### config.mk
export PLATFORM = sky130hd
export DESIGN_NAME = v74x148_latched
export DESIGN_NICKNAME = d
export VERILOG_FILES = /design/src/rtl/v74x148_latched.sv
export SDC_FILE = /design/constraint.sdc
export NUM_CORES = 1
export LEC_CHECK = 0
export BUFFER_PORTS_ARGS = -buffer_cell sky130_fd_sc_hd__buf_2
export CORE_AREA = 3 3 45 47
export CTS_CLUSTER_SIZE = 25
export DETAILED_ROUTE_END_ITERATION = 7
export DIE_AREA = 0 0 48 50
export PLACE_DENSITY = 0.74
export SETUP_SLACK_MARGIN = 0.15
export SLEW_MARGIN = 20
export SYNTH_ARGS = -nofsm -noshare
export SYNTH_HDL_FRONTEND = slang
export SYNTH_SLANG_ARGS = --single-unit
### constraint.sdc
create_clock -name CLK -period 1.1 [get_ports CLK]
set_input_delay 0.165 -clock CLK [delete_from_list [all_inputs] [get_ports CLK]]
set_output_delay 0.165 -clock CLK [all_outputs]
set_load 0.05 [all_outputs]
### src/rtl/v74x148_latched.sv
// Latched 8-to-3 priority encoder with request capture and acknowledge handshake.
// Latency: a request sampled low at edge n is presented (GS_L=0) after edge n+1;
//   one extra edge when V74X148_GLITCH_FILTER_EN is defined.
// Backpressure: a presented code is frozen in HOLD until ACK; new requests keep
//   accumulating in the pending register meanwhile.
//
// Ports:
//   CLK    - single clock, all state changes on the rising edge
//   RESET  - synchronous active-high reset
//   EI_L   - active-low encoder enable
//   I_L    - active-low request lines, bit 7 highest priority
//   ACK    - active-high acknowledge of the presented code
//   A_L    - active-low encoded index of the presented request (registered)
//   GS_L   - active-low code valid (registered)
//   EO_L   - active-low "enabled, idle and nothing pending" (registered)
//
// Configuration macro: V74X148_GLITCH_FILTER_EN -- when defined, a request line
//   must be sampled low on two consecutive edges before it is captured.
module v74x148_latched (
  input  logic       CLK,
  input  logic       RESET,
  input  logic       EI_L,
  input  logic [7:0] I_L,
  input  logic       ACK,
  output logic [2:0] A_L,
  output logic       GS_L,
  output logic       EO_L
);

  typedef enum logic {
    IDLE = 1'b0,
    HOLD = 1'b1
  } state_t;

  state_t     state_q, state_d;
  logic [7:0] pend_q, pend_d;
  logic [2:0] code_q, code_d;
  logic [2:0] a_l_q, a_l_d;
  logic       gs_l_q, gs_l_d;
  logic       eo_l_q, eo_l_d;

  logic [7:0] cap;       // request bits that set pending this edge
  logic [7:0] clr;       // pending bit released by an acknowledge
  logic [2:0] top_idx;   // highest set index of pend_q

`ifdef V74X148_GLITCH_FILTER_EN
  // Remembers which lines were low at the previous edge; a line is captured
  // only when it is low now and was low last edge.
  logic [7:0] filt_q;

  always_ff @(posedge CLK) begin
    if (RESET) begin
      filt_q <= 8'h00;
    end else begin
      filt_q <= ~I_L;
    end
  end

  assign cap = ~I_L & filt_q;
`else
  assign cap = ~I_L;
`endif

  // Ascending scan so the highest set index wins.
  always_comb begin
    top_idx = 3'd0;
    for (int i = 0; i < 8; i++) begin
      if (pend_q[i]) begin
        top_idx = 3'(i);
      end
    end
  end

  always_comb begin
    state_d = state_q;
    code_d  = code_q;
    a_l_d   = a_l_q;
    gs_l_d  = gs_l_q;
    clr     = 8'h00;
    // Based on the values in force before this edge, not the updated ones.
    eo_l_d  = EI_L | (|pend_q) | (state_q != IDLE);

    case (state_q)
      IDLE: begin
        a_l_d  = 3'b111;
        gs_l_d = 1'b1;
        if (!EI_L && (|pend_q)) begin
          code_d  = top_idx;
          a_l_d   = ~top_idx;
          gs_l_d  = 1'b0;
          state_d = HOLD;
        end
      end
      HOLD: begin
        // Code and outputs stay frozen regardless of EI_L or new requests.
        if (ACK) begin
          clr     = 8'h01 << code_q;
          a_l_d   = 3'b111;
          gs_l_d  = 1'b1;
          state_d = IDLE;
        end
      end
      default: begin
        state_d = IDLE;
      end
    endcase

    // Capture is applied after the clear, so a still-active request on the
    // acknowledged line survives and is presented again.
    pend_d = (pend_q & ~clr) | cap;
  end

  always_ff @(posedge CLK) begin
    if (RESET) begin
      state_q <= IDLE;
      pend_q  <= 8'h00;
      code_q  <= 3'd0;
      a_l_q   <= 3'b111;
      gs_l_q  <= 1'b1;
      eo_l_q  <= 1'b1;
    end else begin
      state_q <= state_d;
      pend_q  <= pend_d;
      code_q  <= code_d;
      a_l_q   <= a_l_d;
      gs_l_q  <= gs_l_d;
      eo_l_q  <= eo_l_d;
    end
  end

  assign A_L  = a_l_q;
  assign GS_L = gs_l_q;
  assign EO_L = eo_l_q;

endmodule

==> impl_metrics.csv <==
group,metric,value,unit
yosys,yosysUniqueCellTypes,22,
power_and_ir_drop,p_leak,0.386,nW
yosys,synth_area_leaders,"dfxtp_1 (48%), a21oi_1 (9.2%), nor4_4 (6.0%)",
power_and_ir_drop,p_per_area,1360,nW/um^2
floorplan,dieHeight,50,um
critical_path,r2r-end,"code_q[0]",
route,vias,641,
outcome,violations,"negative setup slack",
global_routing,grt_antenna_before_repair,0,
timing,hold_viol,0,
clock_tree,cts_buffers,3,
timing,finalMaxSlewViolations,0,
route,drt-initial-drc-count,21,
cells_and_area,instances_no_fill,119,
worst_hold_path,whs_endpoint,"pend_q[5]",
timing,slew_headroom,75.7,%
critical_path,startpoint_type,"register",
global_routing,grt_max_degree,18,
yosys,syn_area,704,sq um
route,wl_per_cell,13.7,um
yosys,synth_top_area_cell,"dfxtp_1",
yosys,syn_nets,85,
floorplan,initial_core_util,41.7,%
outcome,outcome,"finished with violations",
global_routing,grt_pass1_wl,2.57,mm
floorplan,die_area,2400,sq um
timing,fin_crit_sh,107,%
cells_and_area,fill_cells,144,
yosys,synth.top_cell.area_share,48.3,%
floorplan,die_w,48,um
clock_tree,clock_latency,290,ps
global_routing,overflow,0,
critical_path,critPathLaunch,"pend_q[6]",
clock_tree,cts_max_level,1,
route,drc_errors,0,
critical_path,arrival,1400,ps
cells_and_area,final_layout_size_suffix_gt1_share,54.9,%
cells_and_area,area_growth,39.6,%
timing,hold_ws,21.8,ps
clock_tree,cts.reportedPaths.clkPinSlew,100,ps
route,drtPass1Iterations,4,
timing,rsz0062_at_grt,"yes",
placed_design,detailed_place_hpwl,1.18,mm
worst_hold_path,hp-start,"I_L[5]",
cells_and_area,nets,115,
placed_design,gp_congestion,0.796,
timing,tightestPinTransition,362,ps
placed_design,numPortBuffers,16,
power_and_ir_drop,ir_drop,543,uV
route,wirelength,1.63,mm
critical_path,cp_max_fo,4,
floorplan,ioPinCount,17,
route,drt-vias-per-instance,5.39,
flow_run,cap_violations,0,
clock_tree,cts_hold_buf,0,
global_routing,first_global_vias,612,
worst_hold_path,hp-class,"in -> reg",
critical_path,reg2reg_slack,-80,ps
critical_path,r2r-start,"pend_q[6]",
clock_tree,root_buffer,"clkbuf_4",
critical_path,worstPathRequired,1320,ps
cells_and_area,multi_input_area,357,sq um
timing,worst_slack,-80.5,ps
cells_and_area,antenna_cells,0,
critical_path,path_class,"reg -> reg",
critical_path,worst-r2r-cell-count,4,
clock_tree,cts_sinks,17,
yosys,syn_area_per_cell,9.65,sq um
clock_tree,cts_max_path_buffers,2,
cells_and_area,seqCellArea,359,sq um
worst_hold_path,hold_depth,2,
power_and_ir_drop,total_power,1.34,mW
clock_tree,cts_tree,"built",
timing,setup_viol,6,
placed_design,dpl.cell_count,113,
placed_design,pre_cts_ws,-94.1,ps
yosys,ys_warn_count,0,
cells_and_area,finalInstanceArea,983,sq um
floorplan,coreArea,1690,sq um
floorplan,core.rowCount,15,
timing,skew,1.24,ps
global_routing,grt_usage,15.3,%
yosys,ys_ff_latch,17,
timing,timing.fmax,847,MHz
timing,layout_min_cycle_time,1180,ps
critical_path,critPathCaptureType,"register",
placed_design,place_area,855,sq um
yosys,syn_inst,73,
route,ant_nets,0,
yosys,yosysSeqAreaShare,48.3,%
worst max path at each step:
stage / depth (start not counted) / endpoint
floorplan: 4 / code_q[1]
finish: 4 / code_q[0]
global placement: 4 / code_q[1]
CTS: 4 / code_q[1]
global route: 4 / code_q[1]
detailed placement: 4 / code_q[1]
synth_stat cells:
cell and instances:
nor3_2 1, nand2b_1 3, buf_2 1, dfxtp_1 17
nand2_1 3, a21o_1 1, nor4_4 2, nor2_1 5
nor3_1 4, a21oi_1 13, buf_12 1, o311a_1 1
o21ai_0 6, a211o_2 1, a211oi_2 1, inv_1 2
a31oi_1 1, or2_0 1, nand3b_1 1, o21bai_1 2
nand3_1 2, o31ai_1 4
state kept, by name (all words and copies together), names as in the netlist:
register  cells
EO_L          1
code_q        3
state_q       1
GS_L          1
A_L           3
pend_q        8
layer usage:
layer	vias up	GRT usage [%]	part of all wire [%]
met1	292	17.5	43
met2	18	24.0	49
li1	326	-	-
met3	5	5.11	5.2
met4	0	8.07	2.5
met5	-	0	0
placed cells by master, fill, tap and decap left out:
| cell type | count |
|---|---|
| buf_8 | 5 |
| a21oi_1 | 11 |
| a21oi_2 | 2 |
| a21o_1 | 1 |
| o21ai_1 | 2 |
| dfxtp_2 | 15 |
| nand2_2 | 1 |
| nand2b_1 | 3 |
| or2_0 | 1 |
| nand3_2 | 2 |
| nor3_2 | 1 |
| o311a_1 | 1 |
| clkbuf_1 | 1 |
| buf_4 | 11 |
| o21bai_1 | 2 |
| buf_2 | 11 |
| inv_1 | 2 |
| nor3_1 | 4 |
| o21ai_0 | 4 |
| o31ai_1 | 3 |
| nor4_4 | 2 |
| dfxtp_1 | 2 |
| nor2_1 | 5 |
| nand3b_1 | 1 |
| a211oi_2 | 1 |
| nand2_1 | 2 |
| a211o_2 | 1 |
| o31ai_2 | 1 |
| a31oi_1 | 1 |
| clkbuf_4 | 3 |
repair_timing:
action                     4_1_cts  5_1_grt
setup buffers                    2        0
setup endpoints to repair       22       22
pin swaps                        2       11
gates resized for setup         24        9
report_power, final:
part           switching, mW  leakage (nW)  internal [mW]
Clock                  0.197        0.0150          0.141
Combinational          0.141         0.229          0.136
Sequential            0.0524         0.142          0.669
area by class of cell:
| type | instances | share of cell area (%) |
|---|---|---|
| Clock buffer | 4 | 2.67 |
| Timing Repair Buffer | 27 | 21.6 |
| Sequential cell | 17 | 36.5 |
| Tap cell | 17 | 2.16 |
| Inverter | 2 | 0.763 |
| Multi-Input combinational cell | 52 | 36.3 |
cells by family after synthesis:
logic type      count (synthesis)  share of synthesized area, %
flops                          17                          48.3
buf+inv                         4                          4.62
simple gates                   22                          20.6
compound gates                 30                          26.5
through the flow:
stage / util [%] / TNS (ps)
2_1_floorplan: - / -93.6
3_3_place_gp: 50.6 / -174
3_5_place_dp: 50.6 / -304
4_1_cts: 56.7 / -294
5_1_grt: 58.2 / -896
6_report: 58.2 / -284
worst max-delay path: stages (launching register included):
cell and delay (ps):
dfxtp_2 340, nor4_4 360, a211oi_2 160, o311a_1 140, nor3_2 100
Note: power is estimated with default switching activity, not from simulation.
